<file path="src/rtl/i2s_fifo_transmitter.sv">
// I2S master transmitter fed from an 8-bit byte FIFO (LSB byte first).
// Ports: clk/rst, enable_i, FIFO read side, I2S pins, underrun pulse/count.
module i2s_fifo_transmitter #(
  parameter int DATA_SIZE = 24,
  parameter int SLOT_BITS = 32,
  parameter int CLK_DIV   = 32,
  parameter int CNT_WIDTH = 16
) (
  input  logic                 clk,
  input  logic                 rst,
  input  logic                 enable_i,
  input  logic                 fifo_empty_i,
  input  logic [7:0]           fifo_data_i,
  output logic                 fifo_rd_en_o,
  output logic                 i2s_clk,
  output logic                 i2s_ws,
  output logic                 i2s_sd,
  output logic                 underrun_o,
  output logic [CNT_WIDTH-1:0] underrun_cnt_o
);

  localparam int BYTES = DATA_SIZE / 8;
  localparam int FRAME = 2 * SLOT_BITS;
  localparam int FW    = $clog2(FRAME);
  localparam int DW    = $clog2(CLK_DIV);
  localparam int IW    = (BYTES > 1) ? $clog2(BYTES) : 1;

  localparam logic [FW-1:0] F_LAST  = FW'(FRAME - 1);
  localparam logic [FW-1:0] F_SLOT  = FW'(SLOT_BITS);
  localparam logic [FW-1:0] F_WS_LO = FW'(SLOT_BITS - 1);
  localparam logic [FW-1:0] F_WS_HI = FW'(FRAME - 2);
  localparam logic [DW-1:0] DIV_LAST = DW'(CLK_DIV - 1);
  localparam logic [IW-1:0] IDX_LAST = IW'(BYTES - 1);

  typedef enum logic [1:0] {
    IDLE,
    REQ,
    CAPTURE,
    DONE
  } fetch_t;

  logic [DW-1:0]        div_cnt;
  logic                 div_tc;
  logic                 fall;

  logic [FW-1:0]        f;
  logic [FW-1:0]        f_nxt;
  logic                 ws_nxt;
  logic                 slot_start;
  logic [DATA_SIZE-1:0] shreg;
  logic [DATA_SIZE-1:0] load_val;

  fetch_t               state;
  fetch_t               state_nxt;
  logic [IW-1:0]        idx;
  logic [DATA_SIZE-1:0] asm_q;
  logic [DATA_SIZE-1:0] hold;
  logic                 hold_valid;
  logic                 xfer;
  logic                 starve;

  // Bit-clock divider; the falling edge is the only event
  // the frame logic reacts to.
  assign div_tc = enable_i && (div_cnt == DIV_LAST);
  assign fall   = div_tc && i2s_clk;

  always_ff @(posedge clk) begin
    if (rst || !enable_i) begin
      div_cnt <= '0;
      i2s_clk <= 1'b0;
    end else if (div_tc) begin
      div_cnt <= '0;
      i2s_clk <= ~i2s_clk;
    end else begin
      div_cnt <= div_cnt + 1'b1;
    end
  end

  // Frame position of the bit that starts on this fall.
  assign f_nxt = (f == F_LAST) ? '0 : f + 1'b1;
  assign ws_nxt = (f_nxt >= F_WS_LO) && (f_nxt <= F_WS_HI);
  assign slot_start = fall && ((f_nxt == '0) || (f_nxt == F_SLOT));
  assign load_val = hold_valid ? hold : '0;
  assign starve = slot_start && !hold_valid;

  // Zeros shift in behind the sample, so the pad bits
  // after the LSB come out as 0 without extra logic.
  always_ff @(posedge clk) begin
    if (rst || !enable_i) begin
      f      <= F_LAST;
      i2s_ws <= 1'b0;
      i2s_sd <= 1'b0;
      shreg  <= '0;
    end else if (fall) begin
      f      <= f_nxt;
      i2s_ws <= ws_nxt;
      if (slot_start) begin
        i2s_sd <= load_val[DATA_SIZE-1];
        shreg  <= {load_val[DATA_SIZE-2:0], 1'b0};
      end else begin
        i2s_sd <= shreg[DATA_SIZE-1];
        shreg  <= {shreg[DATA_SIZE-2:0], 1'b0};
      end
    end
  end

  always_ff @(posedge clk) begin
    if (rst) begin
      underrun_o     <= 1'b0;
      underrun_cnt_o <= '0;
    end else begin
      underrun_o <= starve;
      if (starve && (underrun_cnt_o != '1)) begin
        underrun_cnt_o <= underrun_cnt_o + 1'b1;
      end
    end
  end

  // Fetch FSM: state register.
  always_ff @(posedge clk) begin
    if (rst) begin
      state <= IDLE;
    end else begin
      state <= state_nxt;
    end
  end

  // Fetch FSM: next state and read strobe.
  // A finished sample may move into hold in the same cycle
  // a slot start empties it.
  always_comb begin
    state_nxt    = state;
    fifo_rd_en_o = 1'b0;
    xfer         = 1'b0;
    unique case (state)
      IDLE, REQ: begin
        if (!fifo_empty_i) begin
          fifo_rd_en_o = 1'b1;
          state_nxt    = CAPTURE;
        end
      end
      CAPTURE: begin
        state_nxt = (idx == IDX_LAST) ? DONE : REQ;
      end
      DONE: begin
        if (!hold_valid || slot_start) begin
          xfer      = 1'b1;
          state_nxt = IDLE;
        end
      end
      default: state_nxt = IDLE;
    endcase
    if (rst) begin
      fifo_rd_en_o = 1'b0;
    end
  end

  // Byte assembly and the one-sample hold register.
  always_ff @(posedge clk) begin
    if (rst) begin
      idx        <= '0;
      asm_q      <= '0;
      hold       <= '0;
      hold_valid <= 1'b0;
    end else begin
      if (state == CAPTURE) begin
        for (int b = 0; b < BYTES; b++) begin
          if (idx == IW'(b)) begin
            asm_q[8*b +: 8] <= fifo_data_i;
          end
        end
        if (idx != IDX_LAST) begin
          idx <= idx + 1'b1;
        end
      end
      if (xfer) begin
        hold       <= asm_q;
        idx        <= '0;
        hold_valid <= 1'b1;
      end else if (slot_start) begin
        hold_valid <= 1'b0;
      end
    end
  end

endmodule

</file>
<file path="config.mk">
export PLATFORM = sky130hd
export DESIGN_NAME = i2s_fifo_transmitter
export DESIGN_NICKNAME = d
export VERILOG_FILES = /design/src/rtl/i2s_fifo_transmitter.sv
export SDC_FILE = /design/constraint.sdc
export NUM_CORES = 1
export LEC_CHECK = 0
export BUFFER_PORTS_ARGS = -buffer_cell sky130_fd_sc_hd__buf_2
export CAP_MARGIN = 20
export CORE_MARGIN = 2
export CORE_UTILIZATION = 30
export DETAILED_ROUTE_END_ITERATION = 8
export PLACE_DENSITY = 0.51
export SYNTH_ARGS = -nofsm -noshare
export SYNTH_HDL_FRONTEND = slang
export SYNTH_SLANG_ARGS = --single-unit
export TNS_END_PERCENT = 10
</file>
<file path="constraint.sdc">
create_clock -name clk -period 2.5 [get_ports clk]
set_input_delay 0.25 -clock clk [delete_from_list [all_inputs] [get_ports clk]]
set_output_delay 0.25 -clock clk [all_outputs]
set_load 0.005 [all_outputs]
</file>
# [Yosys cells after proc, flatten, opt, wreduce, memory -nomap -nowiden]
# Cells that the tools add are included.
[totals] register_bits=108 input_bits=12 out_inout_bits=21 word_cells=72
[op_classes] add_sub_neg=4 magnitude_cmp=2 eq_ne=12 mux=15 n_bitwise=1 reduce_logical=23
[op_table] operator="24-bit two-way mux" n=2
[op_table] operator="16-bit by 1-bit adder with 16-bit output (second input constant)" n=1
[op_table] operator="16-bit != test (second input constant)" n=1
[op_table] operator="6-bit equality test (second input constant)" n=2
[op_table] operator="2-bit AND reduction" n=5
[op_table] operator="1-bit two-way mux" n=8
[op_table] operator="6-bit by 1-bit adder with 6-bit output (second input constant)" n=1
[op_table] operator="2-bit equality test (second input constant)" n=3
[op_table] operator="6-bit by 5-bit greater-or-equal comparator with 1-bit output (second input constant)" n=1
[op_table] operator="6-bit <= comparator (second input constant)" n=1
[op_table] operator="1-bit logical AND" n=6
[op_table] operator="6-bit logical NOT" n=1
[op_table] operator="2-bit two-way mux" n=3
[op_table] operator="6-bit two-way mux" n=1
[op_table] operator="2-bit != test (second input constant)" n=3
[op_table] operator="2-bit one-hot mux with 3 select lines" n=1
[op_table] operator="2-bit OR reduction" n=3
[op_table] operator="5-bit by 1-bit adder with 5-bit output (second input constant)" n=1
[op_table] operator="5-bit equality test (second input constant)" n=1
[op_table] operator="2-bit by 1-bit equality test with 1-bit output (second input constant)" n=2
[op_table] operator="2-bit logical NOT" n=2
[op_table] operator="1-bit logical OR" n=3
[op_table] operator="2-bit by 1-bit adder with 2-bit output (second input constant)" n=1
[op_table] operator="1-bit logical NOT" n=2
[op_table] operator="2 further kinds" n=2

# [Depth between registers and ports, before layout]
[logic_depth] word_depth=9 depth_mapped=12 mapped_depth_nobuf=8

# [Least setup slack after synthesis]
# Ideal clock, no wire load.
[synth_timing] path_kind="register to register" startpoint="register div_cnt[0]" endpoint="register underrun_cnt_o[5]" setup_time_ns=0.121 t_arrival_ns=2.324 required_time_ns=2.379 slack_ns=0.056 path_stages_with_launch=12 path_buffers=3 synth_period_minus_slack_ns=2.444 cell_sequence="dfxtp_1 ha_1 and3_1 ha_1 buf_4 and2_1 buf_2 nand4_1 a211o_1 buf_6 nor4b_1 mux2_2"
[synth_between] elab_chain_cells=6
[synth_lines] element="from (decl)" line="42" text="logic [DW-1:0] div_cnt;"
[synth_lines] element="from (signal assigned)" line="75" text="div_cnt <= div_cnt + 1'b1;"
[synth_lines] element="5-bit equality test" line="64" text="assign div_tc = enable_i && (div_cnt == DIV_LAST);"
[synth_lines] element="1-bit logical AND" line="64"
[synth_lines] element="1-bit logical AND" line="65" text="assign fall = div_tc && i2s_clk;"
[synth_lines] element="1-bit logical AND" line="82" text="assign slot_start = fall && ((f_nxt == '0) || (f_nxt == F_SLOT));"
[synth_lines] element="1-bit logical AND" line="84" text="assign starve = slot_start && !hold_valid;"
[synth_lines] element="1-bit logical AND" line="113" text="if (starve && (underrun_cnt_o != '1)) begin"
[synth_lines] element="to (signal assigned)" line="114" text="underrun_cnt_o <= underrun_cnt_o + 1'b1;"
[synth_lines] element="to (decl)" line="19" text="output logic [CNT_WIDTH-1:0] underrun_cnt_o"
# No other way between the ends.
# A chain may end at the register's enable or synchronous reset.

# [Final worst setup path]
[layout_timing] startpoint="register div_cnt[0]" endpoint="register underrun_cnt_o[3]"
# Same word-level chain as after synthesis.

==> impl_summary.txt <==
----------------------------------------------------
[Run status]
  Result of the run ... completed

[Place]
  Final GP Congestion ... 0.755
  Port buffer count ... 32
  HPWL reported at the end of detailed placement ... 6780 microns
  Worst slack after detailed placement ... 119 ps

[STA]
  Post-layout min period ... 2370 ps
  Setup violation total in the final timing report ... 0
  Skew final ... 7.45 ps
  Number of failing hold endpoints at the final stage ... 0
  Setup WS post-layout ... 127 ps
  Setup repair after global routing missed its margin ... false
  Slew at the pin closest to its max-slew limit ... 852 ps
  Setup TNS ... 0 ps
  Post-route clock period utilization ... 94.9%
  Number of max-slew violations in the final report ... 0
  Highest achievable clock rate ... 421 MHz
  Worst-case headroom to the max-slew limit ... 43.2%

[Yosys]
  Number of enable-type register cells in the synthesized netlist ... 0
  Most frequent cells after synthesis ... sky130_fd_sc_hd__dfxtp_1 (107), sky130_fd_sc_hd__nand2_1 (87), sky130_fd_sc_hd__nand2b_1 (50), sky130_fd_sc_hd__a21oi_1 (44), sky130_fd_sc_hd__nand3_1 (34)
  Commonest register cell after synthesis ... sky130_fd_sc_hd__dfxtp_1
  Net count of the mapped netlist ... 578
  Library cell with the highest instance count after synthesis ... sky130_fd_sc_hd__dfxtp_1
  Share of synthesized area occupied by flip-flops and latches ... 44.7%
  Unique cell type count in the Yosys netlist ... 44
  Fraction of registers with async set/reset ... 0%
  Post-synthesis register bit count ... 107
  Netlist area before placement ... 0.00480 sq mm
  Warning count from the yosys run ... 0
  Synthesized instance count ... 556
  Cell taking the most area after synthesis ... sky130_fd_sc_hd__dfxtp_1
  Avg Inst Size Synth ... 8.63 sq um
  Fraction of post-synthesis cell area in the top cell type by area ... 44.7%
  Synth area leaders ... sky130_fd_sc_hd__dfxtp_1 (45%), sky130_fd_sc_hd__nand2_1 (6.8%), sky130_fd_sc_hd__nand2b_1 (6.5%), sky130_fd_sc_hd__mux2i_1 (5.0%), sky130_fd_sc_hd__a21oi_1 (4.6%)

[Global route]
  Wire length of the first global-routing pass ... 17600 microns
  Maximum number of pins on one net before global-route repair ... 99
  Initial antenna violation count ... 0
  Vias in the first global route ... 3576
  Combined global-route utilization of all metal layers ... 12.8%
  Sum of overflow across all layers after global routing ... 0

[Pwr]
  Pint ... 2510 uW
  Reg power frac ... 53.5%
  Worst voltage drop across the vdd grid ... 0.293 mV
  Post-layout power ... 3260 uW
  Pleak ... 0.00182 uW
  Switching portion of total power ... 22.8%
  Share of total power in combinational logic ... 5.3%
  Switching power ... 743 uW
  Clock power frac ... 41.1%
  Power per Cell Area ... 593 mW/mm^2

[Worst setup path]
  Launch instance of the worst register-to-register path ... div_cnt[0]
  Startpoint Class ... flop
  Crit. End Element ... flop
  CP Data Required Time ... 2770 ps
  Cells on worst reg2reg path ... 9
  Arrival time of the worst setup path ... 2640 ps
  Reg2reg end ... underrun_cnt_o[3]
  Worst-path fanout max ... 18
  Flop2flop setup slack ... 130 ps
  Kind of critical path ... reg2reg

[Floorplanning]
  Core Rows ... 46
  Die Y-Extent ... 130 microns
  CORE AREA ... 0.0158 sq mm
  Die width ... 130 microns
  Initial cell density of the core ... 30.4%
  Die outline area ... 0.0170 sq mm
  Count of boundary I/O pins ... 33

[CTS]
  # clock sinks ... 107
  Clock buffer depth ... 2
  Clock insertion delay at the later pin of the skew report ... 340 ps
  Hold buffers post-CTS ... 0
  Root cell of the clock tree ... sky130_fd_sc_hd__clkbuf_16
  Clock transition time at the flip-flop clock pins of the worst setup and hold paths ... 70 ps
  Inserted Clock Buffers ... 9
  H-Tree Depth ... 3
  TritonCTS clock tree ... done

[Final layout]
  Count of inserted antenna diode cells ... 0
  Synthesis-to-finish area growth ... 14.5%
  Ratio of cells with drive above 1 in the final layout ... 13.4%
  Number of nets in the layout ... 591
  Post-layout utilization of the core ... 34.8%

[Min path]
  Hold path startpoint ... fifo_empty_i
  Hold depth ... 2
  End of the worst hold path ... state[1]
  Hold Path Class ... in2reg

[Drt]
  Routed vias/inst ... 4.90
  Routed length per placed instance ... 13.0 microns
  Number of nets with antenna violations after routing ... 0
  Final routed DRC violation total ... 0
  Overall routed net length ... 10300 microns
  Number of DRC markers after the initial detailed-route iteration ... 192
  Number of optimization iterations in the first detailed-route pass ... 5
  Via count ... 3873

[Flow run]
  Max-cap viol count ... 0

----------------------------------------------------
repair_timing:
item,CTS,global route
buffers inserted,0,0
resized for setup,0,8
setup endpoints to repair,0,10
logic make-up after synthesis:
group,synth area share [%]
mux,5.48
simple gates,27.3
buf+inv,5.09
flops,44.7
fa+ha+maj,2.61
compound gates,13.3
xor+xnor,1.64
sequential cells by signal, indices dropped and copies added, names as in the netlist:
signal,flops
asm_q,24
div_cnt,5
f,6
hold,24
hold_valid,1
i2s_clk,1
i2s_sd,1
i2s_ws,1
idx,2
shreg,23
state,2
underrun_cnt_o,16
underrun_o,1
routing by layer:
layer	vias to the layer above	share of wire, %	GRT usage (%)
li1	1995	-	-
met1	1818	52	18.7
met2	53	44	18.7
met3	7	3.0	2.65
met4	0	1.1	4.32
met5	-	0	0
power groups by stage:
stage,clock network (uW),registers [uW],logic [uW]
floorplan,0,1780,127
finish,1340,1740,174
CTS,1400,1740,175
global placement,0,1780,172
detailed placement,0,1780,175
global route,1480,1750,195
worst max path at each step:
stage                          start                  to  cells after the start
after detailed placement  div_cnt[0]   underrun_cnt_o[3]                      9
after global routing      div_cnt[0]   underrun_cnt_o[9]                      9
final                     div_cnt[0]   underrun_cnt_o[3]                      9
after CTS                 div_cnt[0]  underrun_cnt_o[12]                      9
after floorplan           div_cnt[0]   underrun_cnt_o[5]                     11
after global placement    div_cnt[0]  underrun_cnt_o[10]                      9
metrics by stage:
stage	instances	cell area (sq um)	hold WS, ps
after floorplan	556	4800	377
after detailed placement	774	5180	449
after global placement	774	5180	436
final	790	5490	164
after CTS	790	5460	151
after global routing	790	5490	178
area by class of cell:
cell class	instances	area, sq um
clock inverters	5	27.5
inverters	7	26.3
flip-flops and latches	107	2140
well taps	216	270
repair buffers	48	325
multi-input cells	396	2440
fillers	1673	10300
clock buffers	11	253
worst max-delay path: stages, from the launching register on:
cell and delay (ps):
sky130_fd_sc_hd__dfxtp_2 370, sky130_fd_sc_hd__ha_4 140, sky130_fd_sc_hd__and3_1 160, sky130_fd_sc_hd__ha_1 150, sky130_fd_sc_hd__and2_1 150, sky130_fd_sc_hd__nand4_1 150, sky130_fd_sc_hd__a211o_1 360, sky130_fd_sc_hd__buf_6 170
sky130_fd_sc_hd__or4_1 500, sky130_fd_sc_hd__a21oi_2 150
cell usage in the layout, fill, tap and decap left out, drive strengths merged, types with 3 or more instances in the layout:
master	netlist	routed
dfxtp	107	107
nand2	87	87
nand2b	50	50
buf	20	48
a21oi	44	44
nand3	34	34
nand4	28	28
o211ai	24	24
mux2i	24	24
o31ai	13	13
or4	12	12
nor2	12	12
clkbuf	26	11
ha	10	10
inv	7	7
nor3	7	7
and3	5	5
xnor2	5	5
o21ai	5	5
xor2	4	4
clkinv	0	4
nor2b	3	3
No activity file was read; power rests on OpenSTA's default activity.
